**src/rtl/fsbm_pkg.sv**
```systemverilog
// Shared constants and FSM state type for the full-search block-matching controller.
package fsbm_pkg;

    localparam int unsigned      SAD_W   = 12;
    localparam logic [SAD_W-1:0] SAD_MAX = 12'hFFF;

    typedef enum logic [1:0] {
        S_IDLE  = 2'd0,
        S_ISSUE = 2'd1,
        S_DRAIN = 2'd2,
        S_DONE  = 2'd3
    } fsbm_state_e;

endpackage

```
**src/rtl/fsbm_tag_pipe.sv**
```systemverilog
// Valid + candidate-tag delay line; advances only on shift so tags stay aligned with the SAD datapath.
module fsbm_tag_pipe #(
    parameter int unsigned DEPTH = 5,
    parameter int unsigned TAG_W = 6
) (
    input  logic             clk,
    input  logic             rst,
    input  logic             shift,
    input  logic             in_valid,
    input  logic [TAG_W-1:0] in_tag,
    output logic             out_valid,
    output logic [TAG_W-1:0] out_tag
);

    logic [DEPTH-1:0] vld_q;
    logic [TAG_W-1:0] tag_q [DEPTH];

    always_ff @(posedge clk or posedge rst) begin
        if (rst) begin
            vld_q <= '0;
            for (int unsigned i = 0; i < DEPTH; i++) begin
                tag_q[i] <= '0;
            end
        end else if (shift) begin
            vld_q[0] <= in_valid;
            tag_q[0] <= in_tag;
            for (int unsigned i = 1; i < DEPTH; i++) begin
                vld_q[i] <= vld_q[i-1];
                tag_q[i] <= tag_q[i-1];
            end
        end
    end

    assign out_valid = vld_q[DEPTH-1];
    assign out_tag   = tag_q[DEPTH-1];

endmodule

```
**src/rtl/fsbm_ctrl.sv**
```systemverilog
// Full-search motion-estimation controller: raster-issues candidates, tracks the minimum SAD.
// Optional macro FSBM_EARLY_EXIT_EN stops issuing once a zero SAD has been committed.
module fsbm_ctrl
    import fsbm_pkg::*;
#(
    parameter int unsigned SEARCH_W = 8,
    parameter int unsigned PE_LAT   = 5
) (
    input  logic                        clk,
    input  logic                        rst,
    input  logic                        start,
    input  logic                        win_valid,
    input  logic [SAD_W-1:0]            pe_sum,
    output logic                        pe_enable,
    output logic [$clog2(SEARCH_W)-1:0] cand_x,
    output logic [$clog2(SEARCH_W)-1:0] cand_y,
    output logic                        busy,
    output logic                        done,
    output logic [SAD_W-1:0]            best_sad,
    output logic [$clog2(SEARCH_W)-1:0] best_x,
    output logic [$clog2(SEARCH_W)-1:0] best_y
);

    localparam int unsigned CW    = $clog2(SEARCH_W);
    localparam int unsigned TAG_W = 2 * CW;
    localparam int unsigned CNT_W = $clog2(PE_LAT + 1);
    localparam logic [CW-1:0] CMAX = CW'(SEARCH_W - 1);

    fsbm_state_e      state_q, state_d;
    logic [CW-1:0]    cx_q, cx_d, cy_q, cy_d;
    logic [CW-1:0]    bx_q, bx_d, by_q, by_d;
    logic [SAD_W-1:0] best_sad_q, best_sad_d;
    logic [CNT_W-1:0] cnt_q, cnt_d;

    logic             issue, exit_now, cmp, better, last_x, last_y;
    logic             tag_valid;
    logic [TAG_W-1:0] tag_out;

`ifdef FSBM_EARLY_EXIT_EN
    assign exit_now = (best_sad_q == '0);
`else
    assign exit_now = 1'b0;
`endif

    assign pe_enable = (state_q == S_ISSUE) ? win_valid : (state_q == S_DRAIN);
    assign issue     = (state_q == S_ISSUE) && win_valid && !exit_now;
    assign cmp       = tag_valid && pe_enable;
    assign better    = cmp && (pe_sum < best_sad_q);
    assign last_x    = (cx_q == CMAX);
    assign last_y    = (cy_q == CMAX);

    fsbm_tag_pipe #(
        .DEPTH (PE_LAT),
        .TAG_W (TAG_W)
    ) u_tag_pipe (
        .clk       (clk),
        .rst       (rst),
        .shift     (pe_enable),
        .in_valid  (issue),
        .in_tag    ({cy_q, cx_q}),
        .out_valid (tag_valid),
        .out_tag   (tag_out)
    );

    // cnt_q counts tags in flight so DRAIN can tell when the pipe is empty.
    always_comb begin
        state_d    = state_q;
        cx_d       = cx_q;
        cy_d       = cy_q;
        bx_d       = bx_q;
        by_d       = by_q;
        best_sad_d = best_sad_q;
        cnt_d      = cnt_q + CNT_W'(issue) - CNT_W'(cmp);
        case (state_q)
            S_IDLE: begin
                if (start) begin
                    state_d    = S_ISSUE;
                    cx_d       = '0;
                    cy_d       = '0;
                    bx_d       = '0;
                    by_d       = '0;
                    best_sad_d = SAD_MAX;
                end
            end
            S_ISSUE: begin
                if (exit_now) begin
                    state_d = S_DRAIN;
                end else if (issue) begin
                    cx_d = last_x ? '0 : cx_q + CW'(1);
                    if (last_x) cy_d = cy_q + CW'(1);
                    if (last_x && last_y) state_d = S_DRAIN;
                end
            end
            S_DRAIN: begin
                if (cnt_q == '0) state_d = S_DONE;
            end
            S_DONE:  state_d = S_IDLE;
            default: state_d = S_IDLE;
        endcase
        if (better) begin
            best_sad_d = pe_sum;
            bx_d       = tag_out[CW-1:0];
            by_d       = tag_out[TAG_W-1:CW];
        end
    end

    always_ff @(posedge clk or posedge rst) begin
        if (rst) begin
            state_q    <= S_IDLE;
            cx_q       <= '0;
            cy_q       <= '0;
            bx_q       <= '0;
            by_q       <= '0;
            best_sad_q <= SAD_MAX;
            cnt_q      <= '0;
        end else begin
            state_q    <= state_d;
            cx_q       <= cx_d;
            cy_q       <= cy_d;
            bx_q       <= bx_d;
            by_q       <= by_d;
            best_sad_q <= best_sad_d;
            cnt_q      <= cnt_d;
        end
    end

    assign cand_x   = cx_q;
    assign cand_y   = cy_q;
    assign busy     = (state_q != S_IDLE);
    assign done     = (state_q == S_DONE);
    assign best_sad = best_sad_q;
    assign best_x   = bx_q;
    assign best_y   = by_q;

endmodule

```
**config.mk**
```make
export PLATFORM = sky130hd
export DESIGN_NAME = fsbm_ctrl
export DESIGN_NICKNAME = d
export VERILOG_FILES = /design/src/rtl/fsbm_pkg.sv /design/src/rtl/fsbm_tag_pipe.sv /design/src/rtl/fsbm_ctrl.sv
export SDC_FILE = /design/constraint.sdc
export NUM_CORES = 1
export LEC_CHECK = 0
export CORE_ASPECT_RATIO = 0.75
export CORE_MARGIN = 4
export CORE_UTILIZATION = 51
export CTS_BUF_LIST = sky130_fd_sc_hd__clkbuf_8
export DETAILED_ROUTE_END_ITERATION = 16
export PLACE_DENSITY_LB_ADDON = 0.08
export SLEW_MARGIN = 20
export SYNTH_ARGS = -nofsm -noshare
export SYNTH_HDL_FRONTEND = slang
export SYNTH_SLANG_ARGS = --single-unit
```
**constraint.sdc**
```tcl
create_clock -name clk -period 2.6 [get_ports clk]
set_input_delay 0.26 -clock clk [delete_from_list [all_inputs] [get_ports clk]]
set_output_delay 0.26 -clock clk [all_outputs]
set_load 0.05 [all_outputs]
```
## After elaboration in Yosys (flattened, before gate mapping)

Cells that the tools add are included.

- Input bits: 16
- Output and inout port bits: 27
- Register bits after elaboration: 64
- Logic and storage cells: 61

- Reductions and logical operators: 14
- Add/subtract/negate cells: 4
- Mux-type cells: 19
- $lt $le $gt $ge: 1
- Equal/unequal tests: 10

Operator list:

| kind | count |
|---|---|
| $mux 12 | 3 |
| $mux 3 | 8 |
| $lt 12x12->1 | 1 |
| $pmux 3 s2 | 2 |
| $mux 2 | 4 |
| $pmux 2 s4 | 1 |
| $reduce_and 4->1 | 2 |
| $reduce_bool 2->1 | 4 |
| $add 3x1->3 const B | 2 |
| $eq 3x3->1 const B | 2 |
| $ne 2x2->1 const B | 3 |
| $eq 2x2->1 const B | 2 |
| $logic_and 1x1->1 | 4 |
| $ne 2x1->1 const B | 2 |
| $add 3x1->3 | 1 |
| $logic_not 3->1 | 1 |
| $reduce_and 3->1 | 1 |
| $sub 3x1->3 | 1 |
| $eq 2x1->1 const B | 1 |
| $logic_not 2->1 | 1 |
| $reduce_and 2->1 | 1 |
| $mux 1 | 1 |

## Longest topological paths before layout

Gate-level depths: netlist (run 1).

- Depth after elaboration: 6
- Gate-level depth with buffers: 10
- Depth with buffers taken out: 9

## Hierarchy

From an unflattened synthesis (run 1), not the netlist that was laid out.

- Cell total of the unflattened synthesis: 255
- Area total of the unflattened synthesis: 3306.9 sq um

By module, submodules not included:

| module | cells each | sequential area each (sq um) | instances | area an instance (sq um) |
|---|---|---|---|---|
| fsbm_ctrl | 174 | 740.7 | 1 | 1804.2 |
| fsbm_tag_pipe | 81 | 875.8 | 1 | 1502.7 |

## Worst setup path before layout (run 1)

No wires, ideal clock.

- Kind: register to register
- Start point: register best_sad_q[9] (netlist: best_sad[9])
- End point: register best_sad_q[11] (netlist: best_sad[11])
- Path slack: 146 ps
- Path buffers: 1
- Arrival: 2370 ps
- Library setup time: 85 ps
- Period minus slack after synthesis: 2454 ps
- Data required time: 2515 ps
- Cell stages (with the launch flop): 8
- Path through: dfstp_2 > inv_1 > ha_1 > nand4_1 > or4_1 > nand3_2 > buf_6 > mux2_1

- Cells in the longest elaborated chain, start to end: 4
- Elaborated cells on any way between the ends: 6
- Classes of those cells: order compare (1); mux (1); reduce/logical (4)

Ends and longest elaborated chain:

| item | line | source |
|---|---|---|
| start: declaration | fsbm_ctrl.sv:32 | `logic [SAD_W-1:0] best_sad_q, best_sad_d;` |
| start signal: assignment | fsbm_ctrl.sv:122 | `best_sad_q <= best_sad_d;` |
| $lt 12x12->1 * | fsbm_ctrl.sv:48 | `assign better = cmp && (pe_sum < best_sad_q);` |
| $logic_and 1x1->1 * | fsbm_ctrl.sv:48 |  |
| $reduce_bool 2->1 (no source line) | -- |  |
| $reduce_and 2->1 (no source line) | -- |  |

Mark *: on every way between the ends. The rest lies on a longest branch, timed or not.
A chain may end at the register's enable or synchronous reset.

## Worst setup path in the final report (run 1)

- Start point: register best_sad_q[11] (netlist: best_sad[11])
- End point: register by_q[2] (netlist: best_y[2])

- Cells in the longest elaborated chain, start to end: 4
- Elaborated cells on any way between the ends: 6
- Classes of those cells: order compare (1); mux (1); reduce/logical (4)

Ends and longest elaborated chain:

| item | line | source |
|---|---|---|
| $lt 12x12->1 * | fsbm_ctrl.sv:48 |  |
| $logic_and 1x1->1 * | fsbm_ctrl.sv:48 |  |
| $reduce_bool 2->1 (no source line) | -- |  |
| $reduce_and 2->1 (no source line) | -- |  |
| end signal: assignment | fsbm_ctrl.sv:121 | `by_q <= by_d;` |
| end: declaration | fsbm_ctrl.sv:31 | `logic [CW-1:0] bx_q, bx_d, by_q, by_d;` |

Marked as above.

==> results of run 1 <==
==> metrics by stage <==
stage	instances	instance area (um2)
3_5_place_dp	429	3550
6_report	445	3730
4_1_cts	445	3730
2_1_floorplan	316	3020
3_3_place_gp	429	3550
5_1_grt	445	3730
==> cell usage after synthesis (2+ instances only) <==
| cell | n |
|---|---|
| nand3_1 | 6 |
| ha_1 | 21 |
| dfstp_2 | 12 |
| nand2b_1 | 3 |
| inv_1 | 32 |
| o21ai_0 | 20 |
| mux2_1 | 4 |
| nor2_1 | 5 |
| mux2i_1 | 8 |
| nand4_1 | 2 |
| clkbuf_1 | 10 |
| a22o_1 | 2 |
| mux2_2 | 8 |
| nand2_1 | 111 |
| a21oi_1 | 4 |
| dfrtp_1 | 52 |
==> final cells by class <==
cell class	count	share of cell area (%)
Clock buffer	10	3.69
Timing Repair Buffer	49	13.0
Multi-Input combinational cell	208	33.2
Sequential cell	64	43.4
Inverter	33	3.32
Tap cell	75	2.52
Clock inverter	6	0.940
==> metal layers <==
metal	global-route usage (%)	up-vias
met3	6.57	9
li1	-	1110
met5	0	-
met2	29.6	49
met1	21.2	1019
met4	6.54	0
==> critical path: stages, from the launching register on <==
cell,delay (ps)
dfstp_2,540
inv_1,60
ha_1,290
nand4_1,120
or4_1,540
nand3_2,290
buf_4,240
mux2i_1,200
==> flip-flops by register name, indices dropped and copies added, names as in the netlist <==
name and flops:
best_sad 12, best_y 3, best_x 3, state_q 2, cand_x 3, cand_y 3, u_tag_pipe.vld_q 5, u_tag_pipe.out_tag 6
u_tag_pipe.tag_q 24, cnt_q 3
==> power groups by stage <==
stage / logic [uW] / clock network [uW] / registers (uW)
finish: 2040 / 742 / 1580
CTS: 2070 / 768 / 1590
global placement: 2020 / 0 / 1590
floorplan: 1070 / 0 / 1990
global route: 2280 / 809 / 1630
detailed placement: 2060 / 0 / 1600
==> worst max-delay path by stage <==
| stage | startpoint | end | slack (ps) |
|---|---|---|---|
| finish | best_sad[11] | best_y[2] | 250 |
| detailed placement | pe_sum[9] | best_y[2] | 80 |
| floorplan | best_sad[9] | best_sad[11] | 150 |
| global placement | pe_sum[9] | best_y[0] | 150 |
| global route | state_q[1] | pe_enable | 60 |
| CTS | state_q[1] | pe_enable | 220 |
==> cell families after synthesis <==
family	count (synthesis)	synth area share, %
AND/OR/NAND/NOR	132	17.6
AO/OA/AOI/OAI	32	6.13
multiplexers	20	7.12
XOR/XNOR	2	0.580
adder cells (fa/ha/maj)	22	9.36
buffers and inverters	44	5.71
flip-flops	64	53.5
==> impl_metrics.tcl, run 1 <==
set metrics [dict create \
    swShare_pct 43.5 \
    synth_area_um2 3020 \
    postCtsHoldBufs 0 \
    finalClockSkew_ps 8.49 \
    area_growth_pct 23.3 \
    overflow 0 \
    cts_max_level 3 \
    fin_util_pct 67.4 \
    grt_pass1_vias 2260 \
    wl_met1_um 2650 \
    intPower_uw 2470 \
    status "finished clean" \
    dr_wl_met3_um 290 \
    p_clk_share_pct 17.0 \
    coreArea_um2 5530 \
    drc 0 \
    hp-class "input pin to asynchronous set/reset pin" \
    cp-end-kind "register" \
    hold_ws_ps 325 \
    finalCriticalPeriod_ps 2350 \
    die_w_um 96.9 \
    n_fill_cell 474 \
    clk_pin_slew_ps 70 \
    cellPowerDensity_nw_per_um2 1170 \
    die_h_um 74.7 \
    setup_ws_ps 246 \
    gp_congestion 0.829 \
    crit_fanout 13 \
    p_comb_share_pct 46.7 \
    r2r_start "best_sad[11]" \
    critPathArrivalTime_ps 2620 \
    maxSlewViolCount 0 \
    cts-root-buf "clkbuf_8" \
    ff2ff_path_depth 7 \
    most-common-layout-cells "nand2_1, dfrtp_1, clkdlybuf4s50_1, inv_1, ha_1" \
    drt-pass1-iter-count 5 \
    dp_hpwl_um 3930 \
    port_buffers 42 \
    cts_tree "yes" \
    initial_core_util_pct 54.7 \
    synth_cells 316 \
    ys_types 32 \
    setup_violations 0 \
    yosys-top-cells-area "dfrtp_1, nand2_1, dfstp_2" \
    fin_crit_sh_pct 90.6 \
    grt_util_all_layers_pct 17.6 \
    nets 403 \
    power.leakage_uw 0.00189 \
    rsz0062_at_grt "false" \
    cts_resized 0 \
    drv_cap 0 \
    yosysSeqAreaShare_pct 53.5 \
    start_kind "register" \
    grt_max_degree 65 \
    final_common_cell "nand2_1" \
    antenna_found_initial 0 \
    highest-signal-layer "met4" \
    synth_top_area_cell "dfrtp_1" \
    critPathKind "register to register" \
    wirelength_um 5570 \
    total_power_uw 4360 \
    diodes 0 \
    wl_met2_um 2540 \
    max-vdd-ir-drop_mv 0.705 \
    viasPerCell 4.91 \
    avgSynthCellArea_um2 9.56 \
    vias 2187 \
    tightest_slew_ps 664 \
    hold_viol 0 \
    synth_top_area_share_pct 43.1 \
    die_area_um2 7230 \
    wl_per_cell_um 12.5 \
    grt_pass1_wl_um 10100 \
    r2r-end "best_y[2]" \
    drtAntennaViolNets 0 \
    reg2reg_slack_ps 250 \
    cts_setup_buffers 0 \
    synth_edf_count 0 \
    yosys_warnings 0 \
    place_ws_ps 76.1 \
    clockBufferDepth 2 \
    seqCellArea_um2 1620 \
    clock_latency_ps 340 \
    tns_ps 0 \
    ys_ff_latch 64 \
    timing.fmax_mhz 425 \
    async_reset_ff_share_pct 100 \
    slew_headroom_pct 55.6 \
    synth_flop_cell "dfrtp_1" \
    syn-num-nets 354 \
    io_pins 43 \
    numCtsBuffers 9 \
    p_sw_uw 1900 \
    clock_sinks 64 \
    p_seq_share_pct 36.3 \
    drtIter0Drc 93 \
    rows 23 \
    multiInputGateArea_um2 1240 \
    drive_gt1_share_pct 13.0 \
    crit_required_ps 2860 \
]
No activity file was read; power rests on OpenSTA's default activity.
==> run 2, diff against run 1 <==
Settings changed: CORE_ASPECT_RATIO 0.75 to 1.25, CORE_MARGIN 4 to 1.5.
==> run 2 against run 1 <==
Compared with the run above:
- the run now ends with DRC left
- total power about the same
- sequential power about the same
- clock-buffer cell count unchanged
- routed wire length down 5.5%
- cell area down 0.27%
- first-iteration DRC count down 26%
- worst setup slack worse by 0.75 ps
- non-clock buffer count down 1
- critical endpoint is now best_x[1]
- highest routed layer unchanged
==> impl_metrics.tcl, run 2 (same netlist as run 1, synthesis figures left out) <==
set metrics [dict create \
    max_stage_delay_ps 540 \
    cellPowerDensity_nw_per_um2 1170 \
    clock_sinks 64 \
    cts_resized 0 \
    most-common-layout-cells "nand2_1, dfrtp_1, clkdlybuf4s50_1, inv_1, ha_1" \
    clockBufferDepth 2 \
    wl_per_cell_um 12.1 \
    diodes 0 \
    postCtsHoldBufs 0 \
    drtAntennaViolNets 0 \
    grt_pass1_wl_um 9000 \
    crit_required_ps 2860 \
    hold_viol 0 \
    hp-class "input pin to asynchronous set/reset pin" \
    grt_util_all_layers_pct 18.4 \
    setup_violations 0 \
    drtIter0Drc 69 \
    power.leakage_uw 0.00188 \
    cts_tree "yes" \
    grt_pass1_vias 2040 \
    vias 2165 \
    antenna_found_initial 0 \
    finalClockSkew_ps 5.99 \
    die_w_um 71.8 \
    rows 31 \
    initial_core_util_pct 52.6 \
    cts_setup_buffers 0 \
    timing.fmax_mhz 425 \
    io_pins 43 \
    drive_gt1_share_pct 12.7 \
    max-vdd-ir-drop_mv 0.557 \
    tns_ps 0 \
    critPathKind "register to register" \
    die_area_um2 6400 \
    clock_latency_ps 340 \
    clk_pin_slew_ps 70 \
    cts_max_level 3 \
    largest_register "u_tag_pipe.tag_q" \
    die_h_um 89.1 \
    hold_ws_ps 294 \
    viasPerCell 4.98 \
    overflow 0 \
    maxSlewViolCount 0 \
    critPathTopFamily "simple AND/OR/NAND/NOR gates" \
    wirelength_um 5270 \
    coreArea_um2 5740 \
    slew_headroom_pct 58.8 \
    dp_hpwl_um 3550 \
    cp_slowest_cell "or4_1" \
    drc 2 \
    area_growth_pct 23.0 \
    grt_max_degree 65 \
    status "complete, but fails checks" \
    nets 402 \
    finalCriticalPeriod_ps 2360 \
    fin_crit_sh_pct 90.6 \
    cts-root-buf "clkbuf_8" \
    critPathArrivalTime_ps 2620 \
    largest_reg_flops 24 \
    drt-pass1-iter-count 10 \
    cp_cell_sequence "inv_1 > ha_1 > nand4_1 > or4_1 > nand3_2 > buf_4 > mux2i_1" \
    start_kind "register" \
    cp-end-kind "register" \
    path_buf_inv 2 \
    numCtsBuffers 9 \
    crit_fanout 13 \
    violations "DRC" \
    rsz0062_at_grt "false" \
    gp_congestion 0.800 \
    tightest_slew_ps 616 \
    port_buffers 42 \
    final_common_cell "nand2_1" \
    drv_cap 0 \
]
run 2: stage by stage:
stage	instances	power (uW)	setup slack (ps)	utilization, %	cell area [um2]
2_1_floorplan	316	3060	146	-	3020
3_3_place_gp	419	3590	139	61.6	3530
3_5_place_dp	419	3640	75.2	61.6	3530
4_1_cts	435	4420	216	64.7	3720
5_1_grt	435	4700	98.1	64.7	3720
6_report	435	4360	245	64.7	3720
run 2: path summary, 6_finish.rpt:
kind / from / endpoint / slack [ps] / depth (start not counted)
max: best_sad[9] / best_x[1] / 240 / 7
min: rst / state_q[0] / 290 / 3
max reg2reg: best_sad[9] / best_x[1] / 240 / 7
min reg2reg: u_tag_pipe.out_tag[0] / u_tag_pipe.out_tag[0] / 460 / 2
max in group asynchronous: rst / best_sad[7] / 1990 / 3
min in group clk: u_tag_pipe.out_tag[0] / u_tag_pipe.out_tag[0] / 460 / 2
run 2: report_power, final:
part           leakage (uW)  switching, uW  internal (uW)
logic              0.000980           1320            705
clock network     0.0000809            394            372
registers          0.000822            183           1390
total               0.00188           1900           2460
run 2: worst register-to-register path, stage by stage, from the launching register on:
cell	delay, ps
dfstp_2	530
inv_1	60
ha_1	290
nand4_1	140
or4_1	540
nand3_2	290
buf_4	240
mux2i_1	200
run 2: cell type report:
| type | instances | area (um2) |
|---|---|---|
| repair buffers | 48 | 475 |
| multi-input cells | 208 | 1240 |
| well taps | 66 | 82.6 |
| fillers | 521 | 2020 |
| clock inverters | 6 | 43.8 |
| flip-flops and latches | 64 | 1620 |
| inverters | 33 | 124 |
| clock buffers | 10 | 138 |
run 2: routing by layer:
| layer | vias up | wire length [um] | track usage [%] |
|---|---|---|---|
| met5 | - | 0 | 0 |
| met4 | 0 | 74 | 7.20 |
| met3 | 8 | 243 | 5.52 |
| met2 | 46 | 2560 | 31.2 |
| met1 | 1002 | 2390 | 22.2 |
| li1 | 1109 | - | - |
